==> config.mk <==
export PLATFORM = sky130hd
export DESIGN_NAME = comparator_sar_search
export DESIGN_NICKNAME = d
export VERILOG_FILES = /design/src/rtl/cmp_pkg.sv /design/src/rtl/comparator_flag_check.sv /design/src/rtl/comparator_sar_search.sv
export SDC_FILE = /design/constraint.sdc
export NUM_CORES = 1
export LEC_CHECK = 0
export BUFFER_PORTS_ARGS = -buffer_cell sky130_fd_sc_hd__clkbuf_2
export CAP_MARGIN = 15
export CORE_ASPECT_RATIO = 1.1
export CORE_MARGIN = 10
export CORE_UTILIZATION = 25
export DETAILED_ROUTE_END_ITERATION = 8
export PLACE_DENSITY = 0.53
export REMOVE_ABC_BUFFERS = 1
export SYNTH_ARGS = -nofsm -noshare
export SYNTH_HDL_FRONTEND = slang
export SYNTH_SLANG_ARGS = --single-unit
==> constraint.sdc <==
create_clock -name clk -period 4.3 [get_ports clk]
set_input_delay 0.86 -clock clk [delete_from_list [all_inputs] [get_ports clk]]
set_output_delay 0.86 -clock clk [all_outputs]
set_load 0.05 [all_outputs]
==> src/rtl/cmp_pkg.sv <==
// Shared definitions for the magnitude-comparator relation vector and the SAR search engine.
package cmp_pkg;

  localparam int unsigned CMP_FLAGS_W = 6;

  localparam int unsigned FLAG_EQ = 5;
  localparam int unsigned FLAG_NE = 4;
  localparam int unsigned FLAG_GT = 3;
  localparam int unsigned FLAG_LT = 2;
  localparam int unsigned FLAG_GE = 1;
  localparam int unsigned FLAG_LE = 0;

  typedef enum logic [1:0] {
    IDLE,
    WAIT,
    DECIDE,
    DONE
  } state_e;

endpackage

==> src/rtl/comparator_flag_check.sv <==
// Decodes a comparator relation vector into eq/gt/lt and checks it is self-consistent.
module comparator_flag_check
  import cmp_pkg::*;
(
  input  logic [CMP_FLAGS_W-1:0] flags_i,
  output logic                   valid_c,
  output logic                   is_eq_c,
  output logic                   is_gt_c,
  output logic                   is_lt_c
);

  logic eq, ne, gt, lt, ge, le;
  logic one_hot;

  always_comb begin
    eq      = flags_i[FLAG_EQ];
    ne      = flags_i[FLAG_NE];
    gt      = flags_i[FLAG_GT];
    lt      = flags_i[FLAG_LT];
    ge      = flags_i[FLAG_GE];
    le      = flags_i[FLAG_LE];
    one_hot = (eq & ~gt & ~lt) | (~eq & gt & ~lt) | (~eq & ~gt & lt);
    // Redundant flags must agree with the primary eq/gt/lt relation.
    valid_c = (eq ^ ne) & (gt == (ge & ~eq)) & (lt == (le & ~eq)) & one_hot;
    is_eq_c = eq;
    is_gt_c = gt;
    is_lt_c = lt;
  end

endmodule

==> src/rtl/comparator_sar_search.sv <==
// MSB-first successive-approximation search that recovers the comparator's A operand
// by driving trial values on B and reading back the relation flags.
module comparator_sar_search
  import cmp_pkg::*;
#(
  parameter int unsigned WIDTH  = 4,
  parameter int unsigned SETTLE = 1
) (
  input  logic                   clk,
  input  logic                   rst,
  input  logic                   start,
  input  logic [CMP_FLAGS_W-1:0] flags_in,
  output logic [WIDTH-1:0]       probe_out,
  output logic                   busy,
  output logic                   done,
  output logic [WIDTH-1:0]       result,
  output logic                   error
);

  localparam int unsigned BIT_W = (WIDTH > 1) ? $clog2(WIDTH) : 1;
  localparam int unsigned CNT_W = (SETTLE > 1) ? $clog2(SETTLE) : 1;

  state_e             state_q, state_d;
  logic [WIDTH-1:0]   probe_q, probe_d;
  logic [WIDTH-1:0]   result_q, result_d;
  logic [BIT_W-1:0]   bit_q, bit_d;
  logic [CNT_W-1:0]   cnt_q, cnt_d;
  logic               busy_q, busy_d;
  logic               done_q, done_d;
  logic               error_q, error_d;
  logic [WIDTH-1:0]   res_upd;

  logic valid_c, is_eq_c, is_gt_c, is_lt_c;

  comparator_flag_check u_flag_check (
    .flags_i (flags_in),
    .valid_c (valid_c),
    .is_eq_c (is_eq_c),
    .is_gt_c (is_gt_c),
    .is_lt_c (is_lt_c)
  );

  always_ff @(posedge clk or posedge rst) begin
    if (rst) begin
      state_q  <= IDLE;
      probe_q  <= '0;
      result_q <= '0;
      bit_q    <= BIT_W'(WIDTH - 1);
      cnt_q    <= '0;
      busy_q   <= 1'b0;
      done_q   <= 1'b0;
      error_q  <= 1'b0;
    end else begin
      state_q  <= state_d;
      probe_q  <= probe_d;
      result_q <= result_d;
      bit_q    <= bit_d;
      cnt_q    <= cnt_d;
      busy_q   <= busy_d;
      done_q   <= done_d;
      error_q  <= error_d;
    end
  end

  always_comb begin
    state_d  = state_q;
    probe_d  = probe_q;
    result_d = result_q;
    bit_d    = bit_q;
    cnt_d    = cnt_q;
    busy_d   = busy_q;
    done_d   = 1'b0;
    error_d  = error_q;
    res_upd  = result_q;

    case (state_q)
      IDLE: begin
        if (start) begin
          result_d = '0;
          error_d  = 1'b0;
          probe_d  = WIDTH'(1) << (WIDTH - 1);
          bit_d    = BIT_W'(WIDTH - 1);
          cnt_d    = '0;
          busy_d   = 1'b1;
          state_d  = WAIT;
        end
      end
      WAIT: begin
        cnt_d = cnt_q + CNT_W'(1);
        if (cnt_q == CNT_W'(SETTLE - 1)) state_d = DECIDE;
      end
      DECIDE: begin
        if (!valid_c) begin
          error_d = 1'b1;
          done_d  = 1'b1;
          state_d = DONE;
        end else if (is_eq_c) begin
          result_d = probe_q;
          done_d   = 1'b1;
          state_d  = DONE;
        end else begin
          // gt keeps the trial bit already set in the probe; lt drops it.
          res_upd  = is_gt_c ? probe_q : result_q;
          result_d = res_upd;
          if (bit_q == '0) begin
            done_d  = 1'b1;
            state_d = DONE;
          end else begin
            bit_d   = bit_q - BIT_W'(1);
            probe_d = res_upd | (WIDTH'(1) << (bit_q - BIT_W'(1)));
            cnt_d   = '0;
            state_d = WAIT;
          end
        end
      end
      DONE: begin
        busy_d  = 1'b0;
        state_d = IDLE;
      end
      default: state_d = IDLE;
    endcase
  end

  assign probe_out = probe_q;
  assign result    = result_q;
  assign busy      = busy_q;
  assign done      = done_q;
  assign error     = error_q;

endmodule

==> metrics.csv <==
metric;value;unit
Max Root-Sink Buffers;2;
Worst R2R Setup Slack;2600;ps
Worst R2R End;result[0];
Clock Latency Late Sink;290;ps
count of final hold-check violations;0;
IO Count;20;
Synth Warn #;0;
I/O Buffers;19;
first-pass detailed-route iteration total;4;
clock share of power;15.8;%
vias in the first global route;712;
total track usage;6.712;%
Rows;22;
CP required;4480;ps
Final setup viols;0;
Synth Area in Compound Gates;21.55;%
Synth top area share;39.44;%
Synth area leaders;dfrtp_1, dfstp_2, ha_1, mux2_2, o2bb2ai_1;
hold depth;1;
Int Power;292.0;µW
largest net degree at the start of global routing;17;
Synth Area in XOR/XNOR;0;%
total gr overflow;0;
Post-Synth Adder-Cell Area;5.634;%
TritonCTS clock tree;built;
hold path start;bit_q[0];
most frequent cells in the layout;clkbuf_2, dfrtp_1, nand2_1;
htree depth;1;
RSZ-0062 raised after global routing;no;
vias per cell;4.729;
worst rel slew slack;58.72;%
Critical Path AT;2130;ps
post-synthesis mux area share;7.324;%
die area;0.006340;mm²
Synth cell types;27;
Synth area leader;dfrtp_1;
Tmin final;1949;ps
Synth Area in Simple Gates;15.92;%
Layout fillers;367;
drt first-iter violations;68;
post-synthesis register bit count;16;
Reg clk slew, reported paths;90;ps
combinational power share;41.3;%
Synth Instances;86;
Avg Inst Size Synth;10.33;µm²
CP endpoint kind;flip-flop;
RR Startpoint;state_q[0];
Max Cap Viol;0;
Initial Util;26.24;%
multi-input logic area;447.9;µm²
main combinational cell family by area after synthesis;compound AO/OA/AOI/OAI gates;
Via Count;733;
max incr delay on CP;360;ps
initial antenna violation count;0;
sw power;229.3;µW
register area share after synthesis;45.35;%
status;complete, no violations;
Worst-Margin Slew;618.6;ps
Antenna Violating Nets Remaining;0;
Post-CTS Setup Inserts;0;
gpl congestion;0.7873;
Total Power;521.3;µW
cells on worst reg2reg path;4;
DR WL/cell;13.07;µm
die width;76.84;µm
startpoint types;input port;
CTS resizes;0;
core footprint;0.003386;mm²
CP cell instances;clkbuf_2 > nor4b_1 > nor2_1 > a21boi_2 > mux2_2;
min-delay worst type;reg2reg;
clock skew;1.349;ps
DRC Markers;0;
period utilisation layout;45.32;%
Antenna Cells;0;
# hold bufs at CTS;0;
CP Class;in2reg;
nets;121;
switching part of the total;43.98;%
PD cells;494.3;mW/mm²
TritonCTS Buffers;3;
setup TNS;0;ps
first-pass GRT wire length;3394;µm
dpl hpwl;1604;µm
post-synthesis cell area;888.4;µm²
Critical-path top delay cell;mux2_2;
Sink Count;16;
Hold EP;bit_q[0];
pins over their slew limit;0;
layout cell share with drive strength beyond 1;29.91;%
P_leak;0.0005129;µW
register area;402.9;µm²
area grow syn2layout;18.73;%
most common cell after layout, fill and taps aside;clkbuf_2;
DIE HEIGHT;82.52;µm
clk root buf;clkbuf_4;
Critical Path Fanout Max;15;
Fmax;513.2;MHz
Seq pwr share;42.9;%
final WL;2026;µm
maximum vdd drop;0.0003315;V
## metrics by stage
step | hold WS [ps] | worst slack [ps] | util, % | instances | instance area (µm²)
2_1_floorplan | 484.9 | 2390 | - | 84 | 873.3
3_3_place_gp | 493.1 | 2063 | 30.38 | 151 | 1028
3_5_place_dp | 505.7 | 2040 | 30.38 | 151 | 1028
4_1_cts | 519.0 | 2350 | 31.15 | 155 | 1055
5_1_grt | 528.2 | 2249 | 31.15 | 155 | 1055
6_report | 516.0 | 2351 | 31.15 | 155 | 1055
## power by group through the flow
| stage | Clock, µW | Combinational, µW | Sequential [µW] |
|---|---|---|---|
| 5_1_grt | 94.1 | 236 | 230 |
| 6_report | 82.4 | 215 | 223 |
| 2_1_floorplan | 0 | 104 | 282 |
| 3_3_place_gp | 0 | 217 | 224 |
| 4_1_cts | 85.8 | 219 | 223 |
| 3_5_place_dp | 0 | 218 | 226 |
## worst max-delay path: cells and delay by family
family | cells | cell delay, ps
and+or+nand+nor | 2 | 440
muxes | 1 | 360
AOI/OAI and AO/OA | 1 | 260
buffers and inverters | 1 | 200
## layer usage
metal  track usage [%]  share of wire (%)  vias up
met1             7.938                 47      352
met4             2.788                1.3        0
met2             10.37                 45       24
met5                 0                  0        -
li1                  -                  -      353
met3             3.132                6.0        4
## sequential cells by signal, summed over array words and instances (netlist names)
| name | count |
|---|---|
| state_q | 2 |
| cnt_q | 1 |
| busy | 1 |
| bit_q | 2 |
| error | 1 |
| done | 1 |
| probe_out | 4 |
| result | 4 |
## cell usage after synthesis, drive strengths merged
master	n
nor3	2
mux2	4
o211a	1
ha	4
a21boi	1
and4bb	2
or3	1
nand2b	2
o21ai	7
nor4b	1
dfstp	2
nor2b	4
buf	1
clkbuf	1
mux2i	2
a32oi	1
o2bb2ai	4
a21oi	6
inv	6
a211oi	3
nor2	6
a21o	1
a22oi	2
nand2	7
a22o	1
dfrtp	14
## worst max path at each step
stage	from	end	slack [ps]	cells past startpoint
after floorplan	flags_in[3]	result[0]	2390	4
after global placement	flags_in[3]	probe_out[3]	2060	5
after detailed placement	flags_in[3]	result[2]	2040	5
after CTS	flags_in[3]	result[2]	2350	5
after global routing	flags_in[3]	result[2]	2250	5
final	flags_in[3]	result[0]	2350	5
## cell type report
| type | instances | share of cell area, % |
|---|---|---|
| clock buffer | 4 | 2.491 |
| inverter | 6 | 2.135 |
| multi-input combinational | 62 | 42.47 |
| sequential | 16 | 38.20 |
| tap | 48 | 5.694 |
| timing repair buffer | 19 | 9.015 |
## cells by family after synthesis
| group | after synthesis |
|---|---|
| DFF | 16 |
| muxes | 6 |
| and+or+nand+nor | 25 |
| adders and majority gates | 4 |
| AOI/OAI and AO/OA | 27 |
| buffers and inverters | 8 |
Note: power is estimated with default switching activity, not from simulation.
